File: src/rtl/led_fade_seq.sv
// ---------------------------------------------------------------------------
// led_fade_seq
//   LED brightness sequencer. Ramps channel levels up and back down, one
//   level step per 2^DIV_W unstalled clocks. The levels go out on an
//   Avalon-ST source, one beat per level change.
//   Mode 0 fades the channels one at a time, in turn; mode 1 fades all
//   channels together.
//
//   Optional feature: define LED_FADE_HOLD_EN to dwell HOLD_CYC clocks at
//   full brightness before ramping down. Without it, UP goes straight to
//   DOWN and there is no dwell counter.
//
// Parameters
//   NCH       number of LED channels (1..8)
//   DW        level width per channel
//   DIV_W     prescaler width
//   HOLD_CYC  peak dwell in clocks (LED_FADE_HOLD_EN only)
//
// Ports
//   csi_MCLK_clk      clock, rising edge
//   rsi_MRST_reset_n  asynchronous active-low reset
//   coe_EN            run enable
//   coe_MODE          0 = sequential per-channel fade, 1 = all together
//   aso_LEDS_ready    Avalon-ST sink ready
//   aso_LEDS_data     levels; channel 0 in the MSBs
//   aso_LEDS_valid    Avalon-ST valid
//   coe_CH            index of the active channel
// ---------------------------------------------------------------------------
module led_fade_seq #(
  parameter int unsigned NCH      = 3,
  parameter int unsigned DW       = 8,
  parameter int unsigned DIV_W    = 19,
  parameter int unsigned HOLD_CYC = 1024
) (
  input  logic                csi_MCLK_clk,
  input  logic                rsi_MRST_reset_n,
  input  logic                coe_EN,
  input  logic                coe_MODE,
  input  logic                aso_LEDS_ready,
  output logic [NCH*DW-1:0]   aso_LEDS_data,
  output logic                aso_LEDS_valid,
  output logic [2:0]          coe_CH
);

  localparam int unsigned DATA_W = NCH * DW;
  localparam logic [DW-1:0] LVL_MAX = {DW{1'b1}};

`ifdef LED_FADE_HOLD_EN
  localparam int unsigned HOLD_LAST = (HOLD_CYC > 1) ? HOLD_CYC - 1 : 0;
  localparam int unsigned HOLD_W    = (HOLD_LAST > 0) ? $clog2(HOLD_LAST + 1) : 1;
`endif

  // Reject parameter sets the datapath cannot represent.
  if (NCH < 1 || NCH > 8 || DW < 1 || DIV_W < 1 || HOLD_CYC < 1) begin : g_bad_cfg
    $error("led_fade_seq: unsupported parameter set");
  end

  typedef enum logic [2:0] {
    S_IDLE = 3'd0,
    S_UP   = 3'd1,
    S_PEAK = 3'd2,
    S_DOWN = 3'd3,
    S_NEXT = 3'd4
  } state_e;

  state_e              state_q, state_d;
  logic [DW-1:0]       level_q, level_d;
  logic [2:0]          ch_q, ch_d;
  logic                mode_q, mode_d;
  logic [DIV_W-1:0]    presc_q, presc_d;
  logic [DATA_W-1:0]   data_q, data_d;
  logic                valid_q, valid_d;
`ifdef LED_FADE_HOLD_EN
  logic [HOLD_W-1:0]   dwell_q, dwell_d;
`endif

  logic stall;
  logic tick;
  logic beat;

  // A beat still waiting for the sink freezes everything time-based.
  assign stall = valid_q && !aso_LEDS_ready;
  assign tick  = (presc_q == {DIV_W{1'b1}}) && !stall;

  // Place a level on the bus: only the active channel in mode 0, every
  // channel in mode 1. Channel k sits at bits [(NCH-k)*DW-1 -: DW].
  function automatic logic [DATA_W-1:0] pack_levels(input logic [DW-1:0] lvl,
                                                    input logic          all_ch,
                                                    input logic [2:0]    ch);
    logic [DATA_W-1:0] v;
    v = '0;
    for (int unsigned k = 0; k < NCH; k++) begin
      if (all_ch || (ch == 3'(k))) begin
        v[(NCH-k)*DW-1 -: DW] = lvl;
      end
    end
    return v;
  endfunction

  // Next-state, level and output-beat logic.
  always_comb begin
    state_d = state_q;
    level_d = level_q;
    ch_d    = ch_q;
    mode_d  = mode_q;
    presc_d = presc_q;
    data_d  = data_q;
    valid_d = valid_q;
    beat    = 1'b0;
`ifdef LED_FADE_HOLD_EN
    dwell_d = '0;
`endif

    // Accepted beat retires; a fresh beat below re-asserts valid.
    if (valid_q && aso_LEDS_ready) begin
      valid_d = 1'b0;
    end

    case (state_q)
      S_IDLE: begin
        level_d = '0;
        ch_d    = 3'd0;
        presc_d = '0;
        if (coe_EN) begin
          mode_d  = coe_MODE;
          state_d = S_UP;
        end
      end

      S_UP: begin
        if (!stall) begin
          presc_d = presc_q + DIV_W'(1);
        end
        // Disable wins over a coincident tick: ramp down from where we are.
        if (!coe_EN) begin
          state_d = S_DOWN;
        end else if (tick) begin
          level_d = (level_q == LVL_MAX) ? LVL_MAX : level_q + DW'(1);
          beat    = 1'b1;
          if (level_d == LVL_MAX) begin
`ifdef LED_FADE_HOLD_EN
            state_d = S_PEAK;
`else
            state_d = S_DOWN;
`endif
          end
        end
      end

`ifdef LED_FADE_HOLD_EN
      S_PEAK: begin
        dwell_d = dwell_q;
        if (!stall) begin
          presc_d = presc_q + DIV_W'(1);
          if (dwell_q == HOLD_W'(HOLD_LAST)) begin
            state_d = S_DOWN;
          end else begin
            dwell_d = dwell_q + HOLD_W'(1);
          end
        end
      end
`endif

      S_DOWN: begin
        if (!stall) begin
          presc_d = presc_q + DIV_W'(1);
        end
        if (tick) begin
          level_d = (level_q == '0) ? '0 : level_q - DW'(1);
          beat    = 1'b1;
          if (level_d == '0) begin
            state_d = S_NEXT;
          end
        end
      end

      S_NEXT: begin
        // Advance by the mode that just finished, then adopt the new mode.
        if (!mode_q) begin
          ch_d = (ch_q == 3'(NCH - 1)) ? 3'd0 : ch_q + 3'd1;
        end
        mode_d = coe_MODE;
        if (coe_MODE) begin
          ch_d = 3'd0;
        end
        if (coe_EN) begin
          state_d = S_UP;
        end else begin
          state_d = S_IDLE;
          ch_d    = 3'd0;
        end
      end

      default: begin
        state_d = S_IDLE;
        level_d = '0;
        ch_d    = 3'd0;
        presc_d = '0;
        data_d  = '0;
        valid_d = 1'b0;
      end
    endcase

    // Every phase starts its step timing from zero.
    if (state_d != state_q) begin
      presc_d = '0;
`ifdef LED_FADE_HOLD_EN
      dwell_d = '0;
`endif
    end

    // Bus updates on the same edge as the level change.
    if (beat) begin
      data_d  = pack_levels(level_d, mode_q, ch_q);
      valid_d = 1'b1;
    end
  end

  // State and datapath registers.
  always_ff @(posedge csi_MCLK_clk or negedge rsi_MRST_reset_n) begin
    if (!rsi_MRST_reset_n) begin
      state_q <= S_IDLE;
      level_q <= '0;
      ch_q    <= 3'd0;
      mode_q  <= 1'b0;
      presc_q <= '0;
      data_q  <= '0;
      valid_q <= 1'b0;
`ifdef LED_FADE_HOLD_EN
      dwell_q <= '0;
`endif
    end else begin
      state_q <= state_d;
      level_q <= level_d;
      ch_q    <= ch_d;
      mode_q  <= mode_d;
      presc_q <= presc_d;
      data_q  <= data_d;
      valid_q <= valid_d;
`ifdef LED_FADE_HOLD_EN
      dwell_q <= dwell_d;
`endif
    end
  end

  assign aso_LEDS_data  = data_q;
  assign aso_LEDS_valid = valid_q;
  assign coe_CH         = ch_q;

endmodule

File: config.mk
export PLATFORM = sky130hd
export DESIGN_NAME = led_fade_seq
export DESIGN_NICKNAME = d
export VERILOG_FILES = /design/src/rtl/led_fade_seq.sv
export SDC_FILE = /design/constraint.sdc
export NUM_CORES = 1
export LEC_CHECK = 0
export BUFFER_PORTS_ARGS = -buffer_cell sky130_fd_sc_hd__buf_2
export CAP_MARGIN = 20
export CORE_MARGIN = 5
export CORE_UTILIZATION = 59
export CTS_CLUSTER_SIZE = 30
export DETAILED_ROUTE_END_ITERATION = 10
export GPL_TIMING_DRIVEN = 0
export PLACE_DENSITY_LB_ADDON = 0.08
export SLEW_MARGIN = 30
export SYNTH_ARGS = -nofsm -noshare
export SYNTH_HDL_FRONTEND = slang
export SYNTH_SLANG_ARGS = --single-unit
File: constraint.sdc
create_clock -name csi_MCLK_clk -period 2.9 [get_ports csi_MCLK_clk]
set_clock_uncertainty 0.1 [all_clocks]
set_input_delay 0.435 -clock csi_MCLK_clk [delete_from_list [all_inputs] [get_ports csi_MCLK_clk]]
set_output_delay 0.435 -clock csi_MCLK_clk [all_outputs]
set_load 0.05 [all_outputs]
==> qor.txt <==
most frequent cells in the layout = dfrtp_1, nor2_1, buf_2
routed len/inst = 17.05 um
Crit Reg-Reg Startpoint = presc_q[0]$_DFFE_PN0P_
mux contribution to synthesized area = 0.01901
Net count, final = 424
simple-gate share of the synthesized area = 0.2572
post-synthesis sequential area ratio = 0.4398
Mapped Nets = 381
vias in the first global route = 2856
grt peak-use layer = met1
synthesized area per cell = 9.000 sq um
FP Rows = 27
WP data arrival = 2830 ps
# clock sinks = 59
fin crit share = 0.9390
DR vias/cell = 6.152
Die Height = 85.43 um
Compound-Gate Fraction of Synth Area = 0.1901
actual slew at the worst max-slew pin = 784.9 ps
Starting Density = 0.6096
Mapped Area = 3357 sq um
clock transition at the registers of the reported paths = 70 ps
post-layout util = 0.6980
Detailed Place HPWL = 5.972 mm
Pins Over Slew Limit = 0
via count = 3033
Synth-to-Final Area Change = 14.50%
length in cells of the worst reg-to-reg path = 7
required time worst endpoint = 3010 ps
post-route setup TNS = 0 ps
1st-pass router iterations = 6
Global Route met3 Usage = 0.06408
Die ar. = 7298 sq um
Max Buffers Root-to-Sink = 2
CTS tree = yes
Worst-Skew Late Latency = 340 ps
CTS buffer count = 9
unrepaired setup endpoints after global routing = no
clk root buf = clkbuf_8
max-cap viol count = 0
final WL = 8.404 mm
largest net degree at the start of global routing = 60
GRT Overall Usage = 0.2379
Final min period = 2723 ps
Syn Inst Count = 373
DRT antenna net count = 0
DRC = 0
Synth cell types = 58
die width = 85.43 um
largest family of logic cells by synthesized area = simple AND/OR/NAND/NOR gates
top post-synthesis cells by area = dfrtp_1, nor2_1, o21ai_0
I/O Buffers = 32
Crit Path Class = reg2reg
r2r setup slk = 180 ps
hold crit path type = in2async
Pwr Density = 597.9 nW/um^2
share of cells above drive strength 1 = 0.2043
Congestion Overflow GR = 0
commonest non-fill, non-tap cell in the layout = dfrtp_1
CP Capture Type = flop
crit-path max FO = 7
Max VDD drop = 0.5158 mV
DR iter-0 viols = 325
I/O pin cnt = 33
Final Hold Viols = 0
predominant post-synthesis flop cell = dfrtp_1
hold buffer count at cts = 0
grt met2 use = 0.3404
met1 Use GR = 0.3499
adder-cell share of the synthesized area = 0.01118
area leader, netlist = dfrtp_1
Setup Viol. Count Final = 0
fmax = 0.3672 GHz
global placement routability congestion = 0.9227
Yosys warning count = 0
Layout fillers = 448
CP startpoint kind = flop
Post-Synth XOR/XNOR Area = 0.04435
EDFF count, synth = 0
Pleak = 1.745 nW
r2r endpoint = aso_LEDS_data[5]$_DFFE_PN0P_
n_diodes = 0
area share of the largest cell type after synthesis = 0.4398
Worst slew margin = 0.4719
antenna violations before repair = 0
H-tree depth = 3
core area = 5507 sq um
first-pass GRT wire length = 13.84 mm
Synth async-reset ratio = 1.000
flops & latches, synth = 59
status = completed
## cells by family after synthesis
| logic type | after synthesis |
|---|---|
| multiplexers | 6 |
| AO/OA/AOI/OAI | 95 |
| AND/OR/NAND/NOR | 164 |
| buffers and inverters | 29 |
| XOR/XNOR | 17 |
| flip-flops | 59 |
| adder cells (fa/ha/maj) | 3 |
## per-layer routing
metal	routed length, um	share of wire	up-vias
li1	-	-	1436
met1	3965	0.47	1459
met2	3801	0.45	121
met3	519	0.062	17
met4	117	0.014	0
met5	0	0	-
## stage by stage
stage | std cells | setup slack, ps | power (mW) | hold WS (ps) | instance area [sq um]
after global routing | 493 | 16.00 | 2.426 | 95.04 | 3844
after CTS | 493 | 43.73 | 2.284 | 83.54 | 3810
after floorplan | 373 | 506.5 | 1.372 | 39.41 | 3357
final | 493 | 177.0 | 2.298 | 32.18 | 3844
after global placement | 477 | 109.3 | 1.527 | 361.9 | 3607
after detailed placement | 477 | 51.41 | 1.538 | 365.9 | 3610
## cell usage after synthesis, types with 4 or more instances
cell / number
nor2_1: 48
o21ai_0: 28
inv_1: 13
a31oi_1: 12
nor4_1: 6
clkbuf_1: 5
nor3_1: 6
nand2b_1: 6
or2_2: 6
xnor2_1: 9
a21oi_1: 18
nand3_1: 18
nand2_1: 32
and3_1: 8
dfrtp_1: 59
a22o_1: 9
nand4_1: 8
buf_2: 9
a22oi_1: 4
xor2_1: 8
## where the power goes
group / internal [mW] / total (mW) / switching (mW)
sequential: 0.862 / 0.913 / 0.0517
combinational: 0.191 / 0.639 / 0.448
clock: 0.400 / 0.746 / 0.346
total: 1.45 / 2.30 / 0.846
## what timing repair did
| action | 4_1_cts | 5_1_grt |
|---|---|---|
| buffers inserted | 0 | 0 |
| setup endpoints to repair | 0 | 13 |
| resized for setup | 0 | 5 |
## sequential cells by signal (all words and copies together), names as in the netlist
| signal | count |
|---|---|
| aso_LEDS_data | 24 |
| presc_q | 19 |
| level_q | 8 |
| coe_CH | 3 |
| state_q | 3 |
| aso_LEDS_valid | 1 |
| mode_q | 1 |
## worst max-delay path by stage
| stage | from | endpoint | slack (ps) | cells after the start |
|---|---|---|---|---|
| after detailed placement | presc_q[0]$_DFFE_PN0P_ | aso_LEDS_data[2]$_DFFE_PN0P_ | 50 | 7 |
| after floorplan | aso_LEDS_valid$_DFFE_PN0P_ | aso_LEDS_data[10]$_DFFE_PN0P_ | 510 | 6 |
| after CTS | presc_q[0]$_DFFE_PN0P_ | aso_LEDS_data[2]$_DFFE_PN0P_ | 40 | 7 |
| final | presc_q[0]$_DFFE_PN0P_ | aso_LEDS_data[5]$_DFFE_PN0P_ | 180 | 7 |
| after global placement | aso_LEDS_ready | aso_LEDS_data[2]$_DFFE_PN0P_ | 110 | 7 |
| after global routing | presc_q[0]$_DFFE_PN0P_ | aso_LEDS_data[12]$_DFFE_PN0P_ | 20 | 7 |
## final cells by class
class / instances / area [sq um] / area share
plain buffers: 16 / 80.08 / 0.02083
clock buffers: 9 / 123.9 / 0.03223
clock inverters: 7 / 76.32 / 0.01986
inverters: 13 / 48.80 / 0.01270
multi-input cells: 285 / 1785 / 0.4645
flip-flops and latches: 59 / 1476 / 0.3841
well taps: 72 / 90.09 / 0.02344
repair buffers: 32 / 162.7 / 0.04232
## worst max-delay path, stage by stage (launching register included)
cell and delay (ps):
dfrtp_1 410, ha_1 210, and3_1 260, nand3_1 320, nor4_2 570, mux2_2 440
a22oi_1 160, o21ai_0 110
(Power assumes the default switching activity.)
